--- config.mk ---
export PLATFORM = sky130hd
export DESIGN_NAME = jt900h_memarb
export DESIGN_NICKNAME = d
export VERILOG_FILES = /design/src/rtl/jt900h_memarb.sv
export SDC_FILE = /design/constraint.sdc
export NUM_CORES = 1
export LEC_CHECK = 0
export CAP_MARGIN = 5
export CORE_MARGIN = 2
export CORE_UTILIZATION = 45
export DETAILED_ROUTE_END_ITERATION = 10
export DONT_BUFFER_PORTS = 1
export SYNTH_ARGS = -nofsm -noshare
export SYNTH_HDL_FRONTEND = slang
export SYNTH_SLANG_ARGS = --single-unit
--- constraint.sdc ---
create_clock -name clk -period 4.05 [get_ports clk]
set_input_delay 0.81 -clock clk [delete_from_list [all_inputs] [get_ports clk]]
set_output_delay 0.81 -clock clk [all_outputs]
set_load 0.01 [all_outputs]
--- src/rtl/jt900h_memarb.sv ---
// jt900h_memarb
// Two-port arbiter/sequencer for the single 16-bit shared work RAM.
// Port A (CPU) has priority; port B (DMA/loader/debug) is guaranteed service
// after at most STARVE consecutive port-A grants while it is waiting.
//
// Handshake: a requester raises req with addr/we/din stable and keeps them
// stable until it sees its one-cycle ack (cen-qualified). req still high in
// the cycle after ack is a new request. we = 00 is a read; dout is valid from
// the ack cycle and held until the next read ack on that port.
//
// Ports
//   clk, rst (sync, active-low), cen (clock enable for all state)
//   a_req/a_addr/a_we/a_din -> a_ack/a_dout   port A (priority)
//   b_req/b_addr/b_we/b_din -> b_ack/b_dout   port B
//   ram_addr/ram_din/ram_we/ram_rd -> ram_dout RAM side, LAT read latency
//   fsm_state                                  debug view of the sequencer
module jt900h_memarb #(
   parameter int AW     = 24,
   parameter int LAT    = 1,
   parameter int STARVE = 8
) (
   input  logic          clk,
   input  logic          rst,
   input  logic          cen,
   input  logic          a_req,
   input  logic [AW-1:0] a_addr,
   input  logic [1:0]    a_we,
   input  logic [15:0]   a_din,
   output logic          a_ack,
   output logic [15:0]   a_dout,
   input  logic          b_req,
   input  logic [AW-1:0] b_addr,
   input  logic [1:0]    b_we,
   input  logic [15:0]   b_din,
   output logic          b_ack,
   output logic [15:0]   b_dout,
   output logic [AW-1:0] ram_addr,
   output logic [15:0]   ram_din,
   output logic [1:0]    ram_we,
   output logic          ram_rd,
   input  logic [15:0]   ram_dout,
   output logic [1:0]    fsm_state
);

   typedef enum logic [1:0] {
      IDLE = 2'd0,
      ACC  = 2'd1,
      WAIT = 2'd2,
      DONE = 2'd3
   } state_t;

   localparam int SW = (STARVE < 1) ? 1 : $clog2(STARVE + 1);
   localparam logic [SW-1:0] STARVE_MAX = SW'(STARVE);
   localparam logic [1:0]    WAIT_LAST  = 2'(LAT - 1);

   state_t        state;
   state_t        state_nx;
   logic          gnt_b;       // grantee of the current access: 1 = port B
   logic [1:0]    we_q;        // latched byte enables of the grantee
   logic [1:0]    wait_cnt;    // WAIT cycles already spent
   logic [SW-1:0] starve_cnt;  // A grants given while B was waiting
   logic          pick_b;
   logic          unused_addr_lsb;

   // Byte addresses arrive with bit 0 set for odd bytes; the RAM is word wide.
   assign unused_addr_lsb = a_addr[0] ^ b_addr[0];

   // B wins when A is idle, or when A has had its full share of grants.
   assign pick_b = b_req & (~a_req | (starve_cnt == STARVE_MAX));

   always_comb begin
      state_nx = state;
      case (state)
         IDLE: if (a_req | b_req) state_nx = ACC;
         ACC:  state_nx = (we_q != 2'b00) ? DONE : WAIT;
         WAIT: if (wait_cnt == WAIT_LAST) state_nx = DONE;
         DONE: state_nx = IDLE;
         default: state_nx = IDLE;
      endcase
   end

   always_ff @(posedge clk) begin
      if (cen) begin
         if (!rst) begin
            state      <= IDLE;
            gnt_b      <= 1'b0;
            we_q       <= 2'b00;
            wait_cnt   <= 2'd0;
            starve_cnt <= '0;
            ram_addr   <= '0;
            ram_din    <= 16'h0000;
            a_dout     <= 16'h0000;
            b_dout     <= 16'h0000;
         end else begin
            state <= state_nx;
            case (state)
               IDLE: begin
                  // Address/data are registered here so they appear in ACC
                  // and then hold until the next access.
                  if (a_req | b_req) begin
                     gnt_b <= pick_b;
                     if (pick_b) begin
                        we_q     <= b_we;
                        ram_addr <= {b_addr[AW-1:1], 1'b0};
                        ram_din  <= b_din;
                     end else begin
                        we_q     <= a_we;
                        ram_addr <= {a_addr[AW-1:1], 1'b0};
                        ram_din  <= a_din;
                     end
                  end
               end
               ACC: wait_cnt <= 2'd0;
               WAIT: begin
                  wait_cnt <= wait_cnt + 2'd1;
                  // Last WAIT cycle is LAT cycles after the read strobe.
                  if (wait_cnt == WAIT_LAST) begin
                     if (gnt_b) b_dout <= ram_dout;
                     else       a_dout <= ram_dout;
                  end
               end
               default: ;
            endcase

            // Starvation bookkeeping only matters while B is waiting.
            if (!b_req) begin
               starve_cnt <= '0;
            end else if (state == IDLE) begin
               if (pick_b) starve_cnt <= '0;
               else if (a_req && starve_cnt != STARVE_MAX)
                  starve_cnt <= starve_cnt + SW'(1);
            end
         end
      end
   end

   // Strobes and acks decode straight from the state so a reset or cen=0
   // affects them in lock-step with the sequencer.
   assign ram_we    = (state == ACC) ? we_q : 2'b00;
   assign ram_rd    = (state == ACC) && (we_q == 2'b00);
   assign a_ack     = (state == DONE) && !gnt_b;
   assign b_ack     = (state == DONE) &&  gnt_b;
   assign fsm_state = state;

endmodule

Yosys cells after proc, flatten, opt, wreduce, memory -nomap -nowiden. Cells that the tools add are included.

Output and inout bits: 79. Bits of input ports: 105. Word-level logic and storage cells: 73. Register bits: 83.

Bitwise gates (word level): 4. Reductions and logical operators: 16. Eq/ne operators: 16. Multiplexer cells: 26. Add/sub/neg operators: 2.

Operators by type and width (count): 16-bit 2-to-1 mux (9); 24-bit 2-to-1 mux (3); 2-bit 2-to-1 mux (6); 4-bit 2-to-1 mux (3); 2-bit by 1-bit inequality test with 1-bit output, second input constant (5); 3-bit AND reduction (3); 2-bit case mux with 4 select lines (1); 4-bit AND reduction (2); 2-bit zero test (3); 3-bit inequality test, second input constant (2); 4-bit by 1-bit adder with 4-bit output, second input constant (1); 2-bit equality test, second input constant (2); 4-bit equality test, second input constant (1); 1-bit logical AND (4); 4-bit by 2-bit inequality test with 1-bit output, second input constant (1); 4-bit inequality test, second input constant (1); 2-bit case mux with 2 select lines (1); 2-bit AND reduction (2); 1-bit 2-to-1 mux (3); 3-bit by 1-bit inequality test with 1-bit output, second input constant (1); 3-bit by 2-bit inequality test with 1-bit output, second input constant (1); 2-bit by 1-bit adder with 2-bit output, second input constant (1); 2-bit by 1-bit equality test with 1-bit output, second input constant (1); 2-bit inequality test, second input constant (1); 5 further kinds (6).

Longest topological paths before layout. Gate-level depths: netlist of run 1.

Depth after elaboration: 6. Mapped depth: 7. Depth with buffers taken out: 5.

Worst setup path before layout of run 1. Ideal clock, no wire load.

Path type: input to register. From: input rst. To: register gnt_b, enable pin. Data required time: 3609 ps. Slack: 568 ps. Buffers on the path: 2. Stages on the path: 5. Library setup time: 441 ps. Arrival time: 3041 ps. Path through: buf_2 > buf_2 > inv_1 > o21ai_0 > nor2_1.

Word-level cells in the longest chain between the ends: 2. Elaborated cells between the ends (all ways): 3. Those cells by class: eq/ne: 2; reduce/logical: 1.

Ends and longest elaborated chain: start, declared (RTL line 23) `input logic rst,`; 2-bit by 1-bit inequality test with 1-bit output (no line); 3-bit AND reduction (no line) (*); end signal, assigned (RTL line 101) `gnt_b <= pick_b;`; end, declared (RTL line 58) `logic gnt_b;`.

Mark *: on every way between the ends. The rest lies on a longest branch, timed or not. A chain may end at the register's enable or synchronous reset.

Worst setup path in the final report of run 1.
From: register state[1], in the netlist fsm_state[1]. To: output ram_rd.

Word-level cells in the longest chain between the ends: 2.

Ends and longest elaborated chain: start, declared (RTL line 56) `state_t state;`; start signal, assigned (RTL line 95) `state <= state_nx;`; 2-bit by 1-bit equality test with 1-bit output (RTL line 140) `assign ram_rd = (state == ACC) && (we_q == 2'b00);`; 1-bit logical AND (RTL line 140); end, declared (RTL line 40) `output logic ram_rd,`.

No other way between the ends.

==> metrics, run 1 <==
setup repair after global routing missed its margin=no; CP max stage delay=a little over 0.5 ns; cts repair resizes=0; first-pass GRT wire length=10300 um; Netlist cell types=29; Area Growth Syn to Fin=6.20%; gpl congestion=0.752; classification of the worst setup path=flop to output port; Max Clk Rate=422 MHz; Post-Route Setup TNS=0 ns; Core Region=8180 um2; TritonCTS Buffers=9; vias=2074; WP data required=3.24 ns; GRT met1 Usage=0.176; Max VDD drop=0.155 mV; vias in the first global route=1939; hold-fix buffer count after cts=0; Fillers=720; main area contributors after synthesis=edfxtp_1 65%, mux2i_1 11%, nand2_1 8.5%, and2_1 3.5%, ha_1 2.3%; Clock transition at path regs=0.08 ns; H-tree depth=3; Initial Util=0.462; MaxCap Viol Count=0; WL final=roughly 7200 um; post-CTS setup buffers=0; share of cells above drive strength 1=0.0717; Clk Latency, worst-skew pair=0.35 ns; Static Leak=1.50 nW; die area=9140 um2; Hold Vio Cnt, Final=0; fin. max-slew vios=0; Root Buffer=clkbuf_8; grt met2 use=0.234; gr usage total=0.153; Power Dens Cells=~450 nW/um2; IO Pins=184; n_diodes=0; Yosys reg bits=82; Remaining DRCs=0; Cell Chain, Critical Path=inv_1 -> ha_1 -> nor3b_1; minimum clock period=2.37 ns; final core utilization=0.490; Syn Nets=403; Netlist Area Pre-Place=between 3000 and 4000 um2; final setup violating endpoints=0; slowest cell on the critical path=edfxtp_1; clk sinks=82; PortBufs=0; dpl hpwl=5120 um; Worst Setup End Kind=output port; Seq. cell area=2460 um2; dominant synthesized flop cell=edfxtp_1; crit path DAT=1.56 ns; gr busiest metal=met2; Pwr Total=1.81 mW; FFs w/ async S/R, synth=0; Mapped Cells=291; drt first pass iters=4; Avg Synthesized Cell Area=13.0 um2; Slew HR=0.509; yosys warns=0; maximum buffer depth of the clock tree=2; Setup crit start kind=flop; initial antenna violation count=0; global routing usage on met3=0.0751; fin crit share=0.585; row count=33; largest net degree at the start of global routing=about 110; EDFF count, synth=82; DR vias/cell=5.21; Multi-input gate area=1150 um2; clk_skew=0.00836 ns; initial drt markers=55; largest area contributor in the netlist=edfxtp_1; detailed-route wire length per cell=18.1 um; status=finished, final reports clean; top cell type's share of synthesized area=0.652; sequential area share after synthesis=0.652; CP max FO=5; DIE WIDTH=around 96 um; DRT antenna net count=0; Die H=roughly 96 um; Nets=400; TritonCTS clock tree=built; global route total overflow=0; Least-Margin Pin Slew=between 0.7 and 0.8 ns; worst hold-check path type=flop to flop
routing by layer:
layer	vias up	wire length, um
met5	-	0
met4	0	121
met3	8	849
met2	125	3300
met1	941	2920
li1	1000	-
path summary, 6_finish.rpt:
| kind | startpoint | to | slack (ns) | depth (start not counted) |
|---|---|---|---|---|
| max | fsm_state[1]$_SDFFCE_PN0P_ | ram_rd | 1.68 | 3 |
| min | wait_cnt[0]$_SDFFCE_PN0P_ | wait_cnt[0]$_SDFFCE_PN0P_ | 0.56 | 1 |
| max reg2reg | fsm_state[0]$_SDFFCE_PN0P_ | ram_din[0]$_SDFFCE_PN0P_ | 1.79 | 5 |
| min reg2reg | wait_cnt[0]$_SDFFCE_PN0P_ | wait_cnt[0]$_SDFFCE_PN0P_ | 0.56 | 1 |
power breakdown:
part / switching [mW] / total, mW / internal [mW]
Clock: 0.285 / 0.628 / 0.343
Sequential: 0.0489 / 1.05 / 1.00
Combinational: 0.0751 / 0.127 / 0.0516
metrics by stage:
stage	area, um2	std cells	hold slack [ns]	setup WS (ns)
floorplan	3770	291	0.528	0.568
global placement	3800	382	0.545	1.75
detailed placement	3800	382	0.547	1.76
CTS	4010	398	0.559	1.65
global route	4010	398	0.577	1.59
finish	4010	398	0.559	1.68
layout by cell type, fill, tap and decap left out, types with 2 or more instances in the layout:
| cell | netlist | layout |
|---|---|---|
| nand2_1 | 85 | 85 |
| edfxtp_1 | 82 | 82 |
| mux2i_1 | 41 | 41 |
| and2_1 | 21 | 21 |
| clkbuf_8 | 0 | 9 |
| inv_1 | 8 | 8 |
| ha_1 | 7 | 7 |
| nor2_1 | 6 | 5 |
| a21oi_1 | 4 | 4 |
| buf_4 | 1 | 4 |
| o21ai_0 | 3 | 3 |
| nand3_1 | 2 | 2 |
| bufinv_16 | 0 | 2 |
| clkinv_2 | 0 | 2 |
synth_stat cells, types with 2 or more instances:
library cell   n
nand3_1        2
nand2_1       85
and2_1        21
buf_2          6
o21ai_0        3
mux2i_1       41
edfxtp_1      82
a21oi_1        4
buf_12         4
inv_1          8
clkbuf_1       6
ha_1           7
nor2_1         6
sequential cells by signal (all words and copies together) (netlist names), 2 cells and up:
signal and flops:
a_dout 16, b_dout 16, fsm_state 2, ram_addr 23, ram_din 16, starve_cnt 4
wait_cnt 2, we_q 2
critical path, delay by kind of cell, from the launching register on:
kind,cells,cell delay (ns)
adders and majority gates,1,0.21
buffers and inverters,1,0.13
DFF,1,0.51
and+or+nand+nor,1,0.37
cells by family after synthesis:
| group | Yosys count | synth area share |
|---|---|---|
| simple gates | 120 | 0.142 |
| flops | 82 | 0.652 |
| fa+ha+maj | 7 | 0.0232 |
| other cells | 1 | 0.000993 |
| xor+xnor | 2 | 0.00464 |
| buf+inv | 26 | 0.0481 |
| mux | 41 | 0.109 |
| compound gates | 12 | 0.0206 |
final cells by class:
cell class | instances | share of cell area
sequential | 82 | 0.614
multi-input combinational | 183 | 0.286
tap | 105 | 0.0328
clock buffer | 10 | 0.0318
clock inverter | 6 | 0.0203
timing repair buffer | 4 | 0.00749
inverter | 8 | 0.00749
Power figures use the tool's default switching activity.
==> run 2, diff against run 1 <==
Settings changed: ABC_AREA from default to 1.
Clock period 4.05 ns to 1.92 ns, I/O delays scaled along.
==> run 2 against run 1 <==
Compared with the run above:
- final cell count increased by 31%
- synthesized area grew 5.5%
- sequential cell count stayed put
- global-route usage up 1.3 points
- routed wire length increased by 11%
- utilization hardly changed
- clock power increased by 74%
- hold slack worse by 0.33 ns
- sequential share of layout area fell by 3.3 points
- worst setup slack lost 1.6 ns
- sequential power is 110% higher
- clock skew increased by 0.0090 ns
==> metrics, run 2 <==
dpl ws=approximately 0.29 ns; Clock transition at path regs=~0.080 ns; post-synthesis compound-gate area fraction=0.0616; Initial Util=0.461; post-route cell area=4230 um2; initial antenna violation count=0; Cell Chain, Critical Path=buf_4 -> ha_1 -> inv_1 -> nor2_1; global route total overflow=0; most common cell in the synthesized netlist=edfxtp_1; Netlist Area Pre-Place=3980 um2; post-CTS setup buffers=0; GRT met1 Usage=0.207; H-tree depth=3; Die H=around 98 um; TritonCTS Buffers=9; main combinational cell family by area after synthesis=simple AND/OR/NAND/NOR gates; fin. max-slew vios=0; cts repair resizes=0; first-pass GRT wire length=12600 um; gr usage total=0.166; WP data required=1.54 ns; CP max stage delay=0.37 ns; Pwr Total=3.64 mW; top post-synthesis cells by count=82 x edfxtp_1, 78 x inv_1, 68 x nand2_1; minimum clock period=1.81 ns; MaxCap Viol Count=0; Yosys reg bits=slightly above 80; DIE WIDTH=between 90 and 100 um; Nets=519; post-synthesis simple-gate area fraction=0.175; Power Dens Cells=861 nW/um2; clk_skew=approximately 0.017 ns; adder-cell area share of the yosys netlist=0.0220; IO Pins=184; worst hold-check path type=input port to flop; fin crit share=0.943; setup repair after global routing missed its margin=no; row count=34; Max VDD drop=0.331 mV; Crit path max-delay family=flip-flops; vias in the first global route=2512; yosys warns=0; max reg flops=23; Mapped Cells=414; detailed-route wire length per cell=15.4 um; final core utilization=0.490; Top reg by flops=ram_addr; sequential area share after synthesis=0.618; global routing usage on met3=0.0594; Area Growth Syn to Fin=6.35%; hold-fix buffer count after cts=0; clk sinks=a little over 80; setup ws final=0.109 ns; DRT antenna net count=0; CP max FO=5; Area after DPL=4070 um2; post-synthesis xor/xnor area fraction=0.00440; vias=2607; main area contributors after synthesis=edfxtp_1 62%, inv_1 7.4%, nand2_1 6.4%, a21oi_1 5.8%, nand3_1 5.5%; maximum buffer depth of the clock tree=2; crit path buf inv count=2; top cell type's share of synthesized area=0.618; FFs w/ async S/R, synth=0; Remaining DRCs=0; Setup crit start kind=flop; EDFF count, synth=around 80; Core Region=8640 um2; Fillers=a little under 800; grt met2 use=0.264; share of cells above drive strength 1=0.0704; largest net degree at the start of global routing=86; n_diodes=0; initial drt markers=103; commonest non-fill, non-tap cell in the layout=edfxtp_1; crit path DAT=between 1 and 1.5 ns; die area=9620 um2; gr busiest metal=met2; Worst Setup End Kind=output port; classification of the worst setup path=flop to output port; Clk Latency, worst-skew pair=0.35 ns; dominant synthesized flop cell=edfxtp_1; hold_ws=about 0.23 ns; Syn Nets=526; Avg Synthesized Cell Area=slightly below 10 um2; Root Buffer=clkbuf_8; gpl congestion=0.730; status=finished, final reports clean; Hold Vio Cnt, Final=0; dpl hpwl=between 5000 and 6000 um; proportion of synthesized area in mux cells=0; drt first pass iters=4; DR vias/cell=5.01; Max Clk Rate=552 MHz; Static Leak=1.91 nW; TritonCTS clock tree=built; final setup violating endpoints=0; most frequent cells in the layout=82 x edfxtp_1, 77 x inv_1, 67 x nand2_1, 52 x nor2_1, 45 x a21oi_1; largest area contributor in the netlist=edfxtp_1; Netlist cell types=19; WL final=7980 um; PortBufs=0; slowest cell on the critical path=edfxtp_1
[run 2: changes by cell type in the layout (fill, tap and decap cells not counted), moves of 2 or more]
cell       delta
buf_12        +4
nand2_1      -18
a21oi_1      +41
and2_1       -21
bufinv_16     -2
nand3_1      +42
mux2i_1      -41
inv_1        +69
nor2_1       +47
[run 2: cell families (layout without fill, tap and decap cells)]
| kind of cell | Yosys count | count (layout) |
|---|---|---|
| flops | 82 | 82 |
| other cells | 1 | 1 |
| xor+xnor | 2 | 2 |
| buf+inv | 104 | 102 |
| compound gates | 49 | 49 |
| simple gates | 169 | 169 |
| fa+ha+maj | 7 | 7 |
[run 2: worst paths after layout]
| path | start | to | slack (ns) | cells past startpoint |
|---|---|---|---|---|
| min | rst | fsm_state[1]$_SDFFCE_PN0P_ | 0.23 | 2 |
| max reg2reg | starve_cnt[1]$_SDFFCE_PP0P_ | starve_cnt[3]$_SDFFCE_PP0P_ | 0.26 | 8 |
| min reg2reg | wait_cnt[0]$_SDFFCE_PN0P_ | wait_cnt[0]$_SDFFCE_PN0P_ | 0.57 | 1 |
| max | fsm_state[0]$_SDFFCE_PN0P_ | ram_rd | 0.11 | 4 |
[run 2: metrics by stage]
stage                     cells  TNS, ns
after floorplan             414   -0.108
after global placement      504        0
after detailed placement    504        0
after CTS                   520        0
after global routing        520        0
final                       520        0
[run 2: metal layers]
layer	routed length, um	vias to the layer above
met5	0	-
li1	-	1317
met1	3370	1162
met3	704	9
met4	102	0
met2	3810	119
[run 2: final cells by class]
type / instances / area [um2] / area share
flip-flops and latches: 82 / 2460 / 0.582
clock buffers: 9 / 124 / 0.0293
multi-input cells: 228 / 1070 / 0.252
well taps: 108 / 135 / 0.0319
inverters: 78 / 293 / 0.0691
repair buffers: 8 / 110 / 0.0260
clock inverters: 7 / 43.8 / 0.0103
[run 2: report_power, final]
group / total, mW / switching, mW / internal (mW) / leakage, nW
Combinational: 0.350 / 0.218 / 0.132 / 1.03
Clock: 1.09 / 0.620 / 0.465 / 0.0868
Sequential: 2.21 / 0.0938 / 2.12 / 0.789
[run 2: worst reg2reg max path, stage by stage (launching register included)]
cell,delay (ns)
edfxtp_1,0.44
inv_1,0.09
ha_1,0.15
nand3_1,0.09
nand2_2,0.13
buf_12,0.22
nand2_1,0.11
nand2_1,0.14
nor2_1,0.06
